## src/rtl/ps2_pkg.sv

```systemverilog
// Shared types and constants for the PS/2 key decoder.
// Filter option: define PS2_TYPEMATIC_FILTER_EN to drop repeated makes.
package ps2_pkg;

    localparam logic [7:0] PS2_PFX_EXT = 8'hE0;
    localparam logic [7:0] PS2_PFX_BRK = 8'hF0;

    typedef struct packed {
        logic       ext;
        logic       rel;
        logic [7:0] code;
    } ps2_event_t;

    typedef enum logic [1:0] {
        IDLE    = 2'd0,
        EXT     = 2'd1,
        BRK     = 2'd2,
        EXT_BRK = 2'd3
    } ps2_dec_state_t;

    // Odd parity holds when data plus parity bit carry an odd number of ones.
    function automatic logic odd_parity_ok(input logic [7:0] data, input logic par);
        return ^{data, par};
    endfunction

endpackage

```

## src/rtl/ps2_key_decoder_if.sv

```systemverilog
// Key-event stream: the decoder is the master, the consumer the slave.
interface ps2_key_decoder_if;
    logic       ev_valid;
    logic       ev_ready;
    logic [7:0] ev_code;
    logic       ev_ext;
    logic       ev_release;

    modport master (output ev_valid, ev_code, ev_ext, ev_release, input ev_ready);
    modport slave  (input ev_valid, ev_code, ev_ext, ev_release, output ev_ready);
endinterface

```

## src/rtl/ps2_frame_rx.sv

```systemverilog
// PS/2 frame receiver: synchronisers, 11-bit framing with start/parity/stop
// checks, and a watchdog that abandons a stalled partial frame.
module ps2_frame_rx
    import ps2_pkg::*;
#(
    parameter int SYNC_STAGES = 3,
    parameter int TIMEOUT_CYC = 5000
) (
    input  logic       clk,
    input  logic       resetn,
    input  logic       i_ps2_clk,
    input  logic       i_ps2_data,
    output logic [7:0] o_byte,
    output logic       o_byte_valid,
    output logic       o_frame_err
);

    localparam int TW = $clog2(TIMEOUT_CYC + 1);

    logic [SYNC_STAGES-1:0] r_clk_sync;
    logic [SYNC_STAGES-2:0] r_data_sync;
    logic [3:0]             r_bit_cnt;
    logic [10:0]            r_frame;
    logic                   r_done;
    logic [TW-1:0]          r_tmo;
    logic                   w_fall;
    logic                   w_timeout;
    logic                   w_frame_ok;

    assign w_fall     = r_clk_sync[SYNC_STAGES-1] & ~r_clk_sync[SYNC_STAGES-2];
    assign w_timeout  = (r_bit_cnt != 4'd0) && !w_fall && (r_tmo == TW'(TIMEOUT_CYC - 1));
    assign w_frame_ok = ~r_frame[0] & r_frame[10] & odd_parity_ok(r_frame[8:1], r_frame[9]);

    // Synchronisers, bit capture, watchdog and registered result pulses.
    always_ff @(posedge clk) begin
        if (!resetn) begin
            r_clk_sync   <= '1;
            r_data_sync  <= '1;
            r_bit_cnt    <= 4'd0;
            r_frame      <= 11'd0;
            r_done       <= 1'b0;
            r_tmo        <= '0;
            o_byte       <= 8'd0;
            o_byte_valid <= 1'b0;
            o_frame_err  <= 1'b0;
        end else begin
            r_clk_sync[0]  <= i_ps2_clk;
            r_data_sync[0] <= i_ps2_data;
            for (int k = 1; k < SYNC_STAGES; k++) begin
                r_clk_sync[k] <= r_clk_sync[k-1];
            end
            for (int k = 1; k < SYNC_STAGES - 1; k++) begin
                r_data_sync[k] <= r_data_sync[k-1];
            end
            r_done <= 1'b0;
            if (w_fall) begin
                r_frame[r_bit_cnt] <= r_data_sync[SYNC_STAGES-2];
                r_tmo              <= '0;
                if (r_bit_cnt == 4'd10) begin
                    r_bit_cnt <= 4'd0;
                    r_done    <= 1'b1;
                end else begin
                    r_bit_cnt <= r_bit_cnt + 4'd1;
                end
            end else if (w_timeout) begin
                r_bit_cnt <= 4'd0;
                r_tmo     <= '0;
            end else if (r_bit_cnt != 4'd0) begin
                r_tmo <= r_tmo + TW'(1);
            end else begin
                r_tmo <= '0;
            end
            if (r_done) begin
                o_byte <= r_frame[8:1];
            end else begin
                o_byte <= o_byte;
            end
            o_byte_valid <= r_done & w_frame_ok;
            o_frame_err  <= (r_done & ~w_frame_ok) | w_timeout;
        end
    end

endmodule

```

## src/rtl/ps2_key_decoder.sv

```systemverilog
// PS/2 key decoder: frame receiver, E0/F0 prefix FSM and event FIFO.
// Define PS2_TYPEMATIC_FILTER_EN to suppress repeated makes of the same key.
module ps2_key_decoder
    import ps2_pkg::*;
#(
    parameter int SYNC_STAGES = 3,
    parameter int FIFO_DEPTH  = 8,
    parameter int TIMEOUT_CYC = 5000,
    parameter int CNT_W       = 8
) (
    input  logic                          clk,
    input  logic                          resetn,
    input  logic                          i_ps2_clk,
    input  logic                          i_ps2_data,
    ps2_key_decoder_if.master             ev_if,
    output logic                          o_frame_err,
    output logic                          o_overflow,
    input  logic                          i_clr_ovf,
    output logic [$clog2(FIFO_DEPTH):0]   o_fifo_level,
    output logic [CNT_W-1:0]              o_make_count
);

    localparam int AW = $clog2(FIFO_DEPTH);

    logic [7:0]     w_byte;
    logic           w_byte_valid;
    logic           w_frame_err;
    ps2_dec_state_t r_state, w_state_nxt;
    logic           w_emit;
    ps2_event_t     w_ev;
    logic           w_push;

    ps2_frame_rx #(
        .SYNC_STAGES (SYNC_STAGES),
        .TIMEOUT_CYC (TIMEOUT_CYC)
    ) u_rx (
        .clk          (clk),
        .resetn       (resetn),
        .i_ps2_clk    (i_ps2_clk),
        .i_ps2_data   (i_ps2_data),
        .o_byte       (w_byte),
        .o_byte_valid (w_byte_valid),
        .o_frame_err  (w_frame_err)
    );

    assign o_frame_err = w_frame_err;

    // Prefix decoder state register.
    always_ff @(posedge clk) begin
        if (!resetn) begin
            r_state <= IDLE;
        end else begin
            r_state <= w_state_nxt;
        end
    end

    // Prefix decoder next state and event emission.
    always_comb begin
        w_state_nxt = r_state;
        w_emit      = 1'b0;
        w_ev        = '{ext: 1'b0, rel: 1'b0, code: w_byte};
        if (w_frame_err) begin
            w_state_nxt = IDLE;
        end else if (w_byte_valid) begin
            if (w_byte == PS2_PFX_EXT) begin
                w_state_nxt = EXT;
            end else if (w_byte == PS2_PFX_BRK) begin
                case (r_state)
                    IDLE, BRK:    w_state_nxt = BRK;
                    EXT, EXT_BRK: w_state_nxt = EXT_BRK;
                    default:      w_state_nxt = IDLE;
                endcase
            end else begin
                w_emit      = 1'b1;
                w_ev.ext    = (r_state == EXT) || (r_state == EXT_BRK);
                w_ev.rel    = (r_state == BRK) || (r_state == EXT_BRK);
                w_state_nxt = IDLE;
            end
        end else begin
            w_state_nxt = r_state;
        end
    end

`ifdef PS2_TYPEMATIC_FILTER_EN
    logic       r_last_valid;
    logic       r_last_ext;
    logic [7:0] r_last_code;
    logic       w_match;

    assign w_match = r_last_valid && (r_last_ext == w_ev.ext) && (r_last_code == w_ev.code);
    assign w_push  = w_emit & ~(w_match & ~w_ev.rel);

    // Last held make; a repeat of it is the keyboard's typematic auto-repeat.
    always_ff @(posedge clk) begin
        if (!resetn) begin
            r_last_valid <= 1'b0;
            r_last_ext   <= 1'b0;
            r_last_code  <= 8'd0;
        end else if (w_frame_err) begin
            r_last_valid <= 1'b0;
        end else if (w_emit && w_ev.rel) begin
            r_last_valid <= w_match ? 1'b0 : r_last_valid;
        end else if (w_emit && !w_match) begin
            r_last_valid <= 1'b1;
            r_last_ext   <= w_ev.ext;
            r_last_code  <= w_ev.code;
        end else begin
            r_last_valid <= r_last_valid;
        end
    end
`else
    assign w_push = w_emit;
`endif

    ps2_event_t       r_mem [FIFO_DEPTH];
    logic [AW-1:0]    r_wr_ptr, r_rd_ptr;
    logic [AW:0]      r_count;
    logic             r_ovf;
    logic [CNT_W-1:0] r_make_cnt;
    logic             w_empty, w_full, w_pop, w_wr, w_drop;
    ps2_event_t       w_head;

    assign w_empty = (r_count == '0);
    assign w_full  = (r_count == (AW+1)'(FIFO_DEPTH));
    assign w_pop   = ~w_empty & ev_if.ev_ready;
    assign w_wr    = w_push & (~w_full | w_pop);
    assign w_drop  = w_push & w_full & ~w_pop;
    assign w_head  = r_mem[r_rd_ptr];

    // Event storage; contents need no reset since occupancy gates the head.
    always_ff @(posedge clk) begin
        if (resetn && w_wr) begin
            r_mem[r_wr_ptr] <= w_ev;
        end
    end

    // Pointers, occupancy, sticky overflow and make counter.
    always_ff @(posedge clk) begin
        if (!resetn) begin
            r_wr_ptr   <= '0;
            r_rd_ptr   <= '0;
            r_count    <= '0;
            r_ovf      <= 1'b0;
            r_make_cnt <= '0;
        end else begin
            if (w_wr) begin
                r_wr_ptr <= r_wr_ptr + AW'(1);
            end
            if (w_pop) begin
                r_rd_ptr <= r_rd_ptr + AW'(1);
            end
            case ({w_wr, w_pop})
                2'b10:   r_count <= r_count + (AW+1)'(1);
                2'b01:   r_count <= r_count - (AW+1)'(1);
                default: r_count <= r_count;
            endcase
            if (w_drop) begin
                r_ovf <= 1'b1;
            end else if (i_clr_ovf) begin
                r_ovf <= 1'b0;
            end
            if (w_wr && !w_ev.rel) begin
                r_make_cnt <= r_make_cnt + CNT_W'(1);
            end
        end
    end

    // Head of queue presented directly; zeros while empty.
    always_comb begin
        ev_if.ev_valid   = ~w_empty;
        ev_if.ev_code    = 8'd0;
        ev_if.ev_ext     = 1'b0;
        ev_if.ev_release = 1'b0;
        if (!w_empty) begin
            ev_if.ev_code    = w_head.code;
            ev_if.ev_ext     = w_head.ext;
            ev_if.ev_release = w_head.rel;
        end else begin
            ev_if.ev_code    = 8'd0;
        end
    end

    assign o_overflow   = r_ovf;
    assign o_fifo_level = r_count;
    assign o_make_count = r_make_cnt;

endmodule

```

## src/flat_wrapper.sv

```systemverilog
// flat-port wrapper written by rule: the top's interface ports become plain ports
module ps2_key_decoder_flat import ps2_pkg::*;
#(
    parameter int SYNC_STAGES = 3,
    parameter int FIFO_DEPTH  = 8,
    parameter int TIMEOUT_CYC = 5000,
    parameter int CNT_W       = 8
)
  (clk, resetn, i_ps2_clk, i_ps2_data, o_frame_err, o_overflow, i_clr_ovf, o_fifo_level, o_make_count, ev_if_ev_valid, ev_if_ev_code, ev_if_ev_ext, ev_if_ev_release, ev_if_ev_ready);
  ps2_key_decoder_if ev_if_i ();
  input  logic clk;
  input  logic resetn;
  input  logic i_ps2_clk;
  input  logic i_ps2_data;
  output logic o_frame_err;
  output logic o_overflow;
  input  logic i_clr_ovf;
  output logic [$clog2(FIFO_DEPTH):0] o_fifo_level;
  output logic [CNT_W-1:0] o_make_count;
  output wire logic [$bits(ev_if_i.ev_valid)-1:0] ev_if_ev_valid;
  output wire logic [$bits(ev_if_i.ev_code)-1:0] ev_if_ev_code;
  output wire logic [$bits(ev_if_i.ev_ext)-1:0] ev_if_ev_ext;
  output wire logic [$bits(ev_if_i.ev_release)-1:0] ev_if_ev_release;
  input wire logic [$bits(ev_if_i.ev_ready)-1:0] ev_if_ev_ready;
  assign ev_if_ev_valid = ev_if_i.ev_valid;
  assign ev_if_ev_code = ev_if_i.ev_code;
  assign ev_if_ev_ext = ev_if_i.ev_ext;
  assign ev_if_ev_release = ev_if_i.ev_release;
  assign ev_if_i.ev_ready = ev_if_ev_ready;
  ps2_key_decoder #(.SYNC_STAGES(SYNC_STAGES), .FIFO_DEPTH(FIFO_DEPTH), .TIMEOUT_CYC(TIMEOUT_CYC), .CNT_W(CNT_W)) u_core (.clk(clk), .resetn(resetn), .i_ps2_clk(i_ps2_clk), .i_ps2_data(i_ps2_data), .ev_if(ev_if_i), .o_frame_err(o_frame_err), .o_overflow(o_overflow), .i_clr_ovf(i_clr_ovf), .o_fifo_level(o_fifo_level), .o_make_count(o_make_count));
endmodule
```

## config.mk

```make
export PLATFORM = sky130hd
export DESIGN_NAME = ps2_key_decoder_flat
export DESIGN_NICKNAME = d
export VERILOG_FILES = /design/src/rtl/ps2_pkg.sv /design/src/rtl/ps2_key_decoder_if.sv /design/src/rtl/ps2_frame_rx.sv /design/src/rtl/ps2_key_decoder.sv /design/src/flat_wrapper.sv
export SDC_FILE = /design/constraint.sdc
export NUM_CORES = 1
export LEC_CHECK = 0
export BUFFER_PORTS_ARGS = -buffer_cell sky130_fd_sc_hd__buf_2
export CAP_MARGIN = 20
export CORE_UTILIZATION = 55
export CTS_BUF_LIST = sky130_fd_sc_hd__clkbuf_8
export DETAILED_ROUTE_END_ITERATION = 12
export GPL_TIMING_DRIVEN = 0
export PLACE_DENSITY = 0.79
export SLEW_MARGIN = 20
export SYNTH_ARGS = -nofsm -noshare
export SYNTH_HDL_FRONTEND = slang
export SYNTH_SLANG_ARGS = --single-unit
```

## constraint.sdc

```tcl
create_clock -name clk -period 9.05 [get_ports clk]
set_clock_uncertainty 0.2 [all_clocks]
set_input_delay 2.2625 -clock clk [delete_from_list [all_inputs] [get_ports clk]]
set_output_delay 2.2625 -clock clk [all_outputs]
set_load 0.005 [all_outputs]
```

======== Yosys cells after proc, flatten, opt, wreduce, memory -nomap -nowiden ========
Memory sizes are Yosys's and may differ from the RTL's. A register that Yosys moved wholly into a read port is not among the register bits.
Index checks and enable logic that the tools add are counted.
cells by class
  $add $sub $neg .......................... 7
  $lt $le $gt $ge ......................... 2
  equality and inequality tests ........... 10
  multiplexer cells ....................... 28
  bitwise logic cells ..................... 19
  reduce and logical (&&, ||, !) cells .... 21
operators by type and width
  cell                   count
  $eq 8x8->1 const B     2
  $add 13x1->13 const B  1
  $eq 13x13->1 const B   1
  $mux 1                 12
  $mux 2                 6
  $mux 4                 3
  $bwmux 11              1
  $and 1x1->1            9
  $reduce_xor 9->1       1
  $add 4x1->4 const B    2
  $add 8x1->8 const B    1
  $eq 4x4->1 const B     2
  $mux 8                 1
  $not 1->1              8
  $pmux 4 s2             1
  $add 3x1->3 const B    2
  $eq 2x2->1 const B     3
  $mux 3                 2
  $reduce_bool 2->1      3
  $reduce_or 2->1        3
  $logic_and 1x1->1      5
  $lt 4x5->1 const B     1
  $demux 1 s4            1
  $eq 2x1->1 const B     2
  11 further kinds       14
word-level totals
  flip-flop bits (word level) ............. 65
  memory bits (writable) .................. 80
  output and inout port bits .............. 25
  word-level logic and storage cells ...... 103
  memories kept ........................... 1
memories
  memory        words  width  rd ports  clocked after Yosys merged registers in  wr ports  line                    RTL
  u_core.r_mem  8      10     1         1                                        1         ps2_key_decoder.sv:115  ps2_event_t r_mem [FIFO_DEPTH];

======== Logic depth before layout (Yosys ltp) ========
  depth in word-level cells ............... 9
  depth in mapped cells ................... 10
  gate-level depth less buffers ........... 10

======== Modules after synthesis ========
A second synthesis with hierarchy kept.
unflattened totals
  cells, all modules ...................... 499
  area, all modules ....................... 6326.1 um^2
by module, submodules not included
  module           instances  cells each  area each (um^2)  sequential area each (um^2)
  ps2_key_decoder  1          287         4380.5            2882.8
  ps2_frame_rx     1          212         1945.6            880.8

======== Least setup slack after synthesis ========
No wires, ideal clock.
  path type ............................... input to register
  start ................................... input port resetn
  end ..................................... memory u_core.r_mem[2][0] (netlist name), enable pin
  arrival ................................. 3926 ps
  path slack .............................. 4520 ps
  cell stages on the path ................. 4
  path buffers ............................ 2
  cell sequence ........................... clkbuf_1 buf_1 nand2_1 nor4_1
on the way
  longest elaborated chain between the ends .. 3
ends and longest elaborated chain
  item                          line                    RTL
  from (decl)                   flat_wrapper.sv:12      input logic resetn;
  $logic_and 1x1->1             ps2_key_decoder.sv:132  if (resetn && w_wr) begin
  $mux 1                        ps2_key_decoder.sv:132
  $mux 1 (implied by the code)  ps2_key_decoder.sv:133  r_mem[r_wr_ptr] <= w_ev;
  to (decl)                     ps2_key_decoder.sv:115
Every way passes these cells.

==> impl_metrics.json <==
{
  "slowest_stage": "clkbuf_1",
  "pre_cts_ws_ps": 4010,
  "clkSlewWorstSetupHoldPaths_ps": 90,
  "grt_first_pass_wirelength_microns": 20400,
  "min_period_over_period": 0.502,
  "hold_path.class": "flip-flop to flip-flop",
  "ant_nets": 0,
  "synthAdderAreaFrac": 0.0150,
  "rsz0062_at_grt": "no",
  "fp-row-count": 38,
  "power_mw": 1.22,
  "synth_top_family_by_area": "simple AND/OR/NAND/NOR gates",
  "start_kind": "flip-flop",
  "htree_levels": 4,
  "sw_frac_of_total": 0.229,
  "core-area_sq_um": 11000,
  "cts_tree": "yes",
  "crit_type": "flip-flop to output port",
  "cp_max_fo": 10,
  "die_area_sq_um": 11900,
  "cts_buffer_depth": 2,
  "dpl.cell_count": 674,
  "globalplace.congestion": 0.854,
  "grtUsageTotal": 0.229,
  "io_pins": 31,
  "vdd_ir_drop_max_mv": 0.107,
  "antenna_found_initial": 0,
  "num_antenna_cells": 0,
  "end_kind": "output port",
  "ys_warn_count": 0,
  "setup_violations": 0,
  "syn_inst": 499,
  "crit_arrival_ps": 2080,
  "postLayoutSetupSlackWorst_ps": 4500,
  "grt-ovfl-total": 0,
  "synth_edf_count": 80,
  "ctsResizeCount": 0,
  "synth-async-reset-ratio": 0,
  "syn_avg_cell_area_sq_um": 12.7,
  "maxSlewHeadroom": 0.271,
  "fin_cells": 706,
  "crit_required_ps": 6590,
  "fmax_mhz": 220,
  "vias_per_cell": 5.81,
  "synth-seq-cells": 148,
  "tns_ps": 0,
  "status": "completed",
  "fill_cells": 855,
  "ys.flop_type": "edfxtp_1",
  "numClockSinks": 148,
  "firstDrtPassIters": 4,
  "synth_compound_area_frac": 0.0607,
  "finalMaxSlewViolations": 0,
  "hold_buffers": 0,
  "grt_max_degree": 17,
  "nNetsFinal": 566,
  "die_h_microns": 109,
  "cpPeakStageDelay_ps": 510,
  "first_global_vias": 4053,
  "wl_per_cell_microns": 17.5,
  "layout-drive-gt1-share": 0.201,
  "synth_mux_area_frac": 0.123,
  "synth-xor-area-share": 0.0285,
  "vias": 4101,
  "syn_nets": 512,
  "hold_violations": 0,
  "routed_wl_microns": 12400,
  "netlist_area_sq_um": 6330,
  "clkLatencyLatePin_ps": 440,
  "powerDensity_nw_per_um2": 171,
  "syn_to_final_growth_pct": 12.3,
  "drtIter0Drc": 232,
  "die_w_microns": 109,
  "cts_made_buffers": 17,
  "cts_root_buf": "clkbuf_8",
  "internal-power_mw": 0.940,
  "post_cts_buffers": 0,
  "yosys.cell_types.count": 61,
  "drc": 0,
  "portBuffers": 30,
  "layout_min_cycle_time_ps": 4550,
  "p_leak_nw": 2.41,
  "crit_path_cell_trace": "clkbuf_1, mux4_2, mux2i_1, nor2_1, buf_2",
  "dpl.hpwl_microns": 8450,
  "seq_area_frac_synth": 0.594,
  "yosys.area_share.simple": 0.157,
  "maxCapViolCount": 0,
  "pwr-share-clk": 0.409,
  "power_frac_comb": 0.015,
  "p_seq_frac": 0.576,
  "initial_core_util": 0.574,
  "switchingPower_mw": 0.279,
  "worst_pin_slew_ps": 1090
}
==> routing by layer <==
metal | vias to the layer above | part of all wire | GRT usage
met5 | - | 0 | 0
met4 | 0 | 0.0054 | 0.0686
met3 | 8 | 0.045 | 0.0468
met2 | 108 | 0.51 | 0.395
met1 | 2006 | 0.44 | 0.292
li1 | 1979 | - | -
==> cells in the final DEF, fill, tap and decap left out, types with 3 or more instances in the layout <==
cell / Yosys / final
a21o_1: 3 / 3
a21oi_1: 24 / 24
and2_1: 3 / 3
and3_1: 5 / 5
buf_1: 4 / 4
buf_2: 6 / 37
buf_4: 1 / 5
clkbuf_1: 12 / 12
clkbuf_8: 0 / 18
dfxtp_1: 68 / 68
edfxtp_1: 80 / 80
ha_1: 6 / 6
inv_1: 9 / 10
inv_6: 0 / 5
inv_8: 0 / 3
mux2i_1: 30 / 30
mux4_2: 20 / 20
nand2_1: 34 / 34
nand2b_1: 12 / 12
nand3_1: 27 / 27
nand3b_1: 6 / 6
nand4_1: 4 / 4
nand4b_1: 4 / 4
nor2_1: 49 / 48
nor2b_1: 7 / 7
nor3_1: 7 / 3
nor3_2: 1 / 5
nor4_2: 2 / 3
o21ai_0: 8 / 8
o31ai_1: 4 / 4
or3_1: 4 / 4
or4_1: 4 / 4
xnor2_1: 10 / 10
xor2_1: 8 / 8
==> logic make-up after synthesis <==
kind of cell	Yosys count
AND/OR/NAND/NOR	183
flip-flops	148
AO/OA/AOI/OAI	56
multiplexers	52
buffers and inverters	34
XOR/XNOR	19
adder cells (fa/ha/maj)	7
==> sequential cells by signal (all words and copies together), names as in the netlist, named ones only <==
register / cells
u_core.u_rx.r_clk_sync: 3
u_core.o_overflow: 1
u_core.u_rx.o_byte_valid: 1
u_core.r_mem: 80
u_core.r_wr_ptr: 3
u_core.u_rx.r_frame: 11
u_core.r_rd_ptr: 3
u_core.u_rx.r_tmo: 13
u_core.u_rx.r_bit_cnt: 4
u_core.o_make_count: 8
u_core.u_rx.r_done: 1
u_core.r_state: 2
u_core.u_rx.o_frame_err: 1
u_core.u_rx.o_byte: 8
u_core.o_fifo_level: 4
u_core.u_rx.r_data_sync: 2
==> metrics by stage <==
step / hold WS, ps / utilization / area (sq um)
after floorplan: 186 / - / 6330
after global placement: 190 / 0.604 / 6660
after detailed placement: 194 / 0.609 / 6720
after CTS: 217 / 0.644 / 7110
after global routing: 250 / 0.645 / 7110
final: 215 / 0.645 / 7110
==> power groups by stage <==
stage	Clock, mW	Sequential [mW]	Combinational (mW)
finish	0.498	0.702	0.0179
CTS	0.507	0.702	0.0179
global placement	0	0.718	0.0171
detailed placement	0	0.718	0.0178
global route	0.535	0.702	0.0198
floorplan	0	0.717	0.0120
==> synth_stat cells (all sizes together) (4+ instances only) <==
cell type	count	area, sq um
edfxtp	80	2400
nor3	8	45.0
nand2	34	128
dfxtp	68	1360
buf	11	52.6
nand4	4	25.0
xor2	8	70.1
o31ai	4	30.0
nor2	49	184
nand2b	13	83.8
or3	4	25.0
inv	10	37.5
o21ai	8	40.0
or4	4	30.0
clkbuf	13	50.0
nor4	6	65.1
a21oi	24	120
xnor2	10	87.6
nand4b	4	35.0
and3	5	31.3
mux4	20	450
mux2i	31	314
ha	6	75.1
nand3	27	135
nand3b	6	45.0
nor2b	7	43.8
==> path summary, 6_finish.rpt <==
path                              from                   endpoint  slack (ps)  cells after the start
max                          flip-flop           ev_if_ev_code[6]        4500                      5
min          u_core.u_rx.r_clk_sync[0]  u_core.u_rx.r_clk_sync[1]         210                      1
max reg2reg      u_core.u_rx.o_byte[1]     u_core.o_fifo_level[3]        5970                     10
min reg2reg  u_core.u_rx.r_clk_sync[0]  u_core.u_rx.r_clk_sync[1]         210                      1
==> worst max-delay path: cells and delay by family, from the launching register on <==
| family | cells | cell delay (ps) |
|---|---|---|
| flops | 1 | 330 |
| mux | 2 | 610 |
| simple gates | 1 | 60 |
| buf+inv | 2 | 640 |
==> final cells by class <==
class                      count  area (sq um)  share of cell area
buffer                        24           103              0.0144
timing repair buffer          35           185              0.0260
tap                          140           175              0.0246
multi-input combinational    317          2460               0.346
clock inverter                14           140              0.0197
sequential                   148          3760               0.529
inverter                      10          37.5             0.00528
clock buffer                  18           248              0.0348
(Power assumes the default switching activity.)
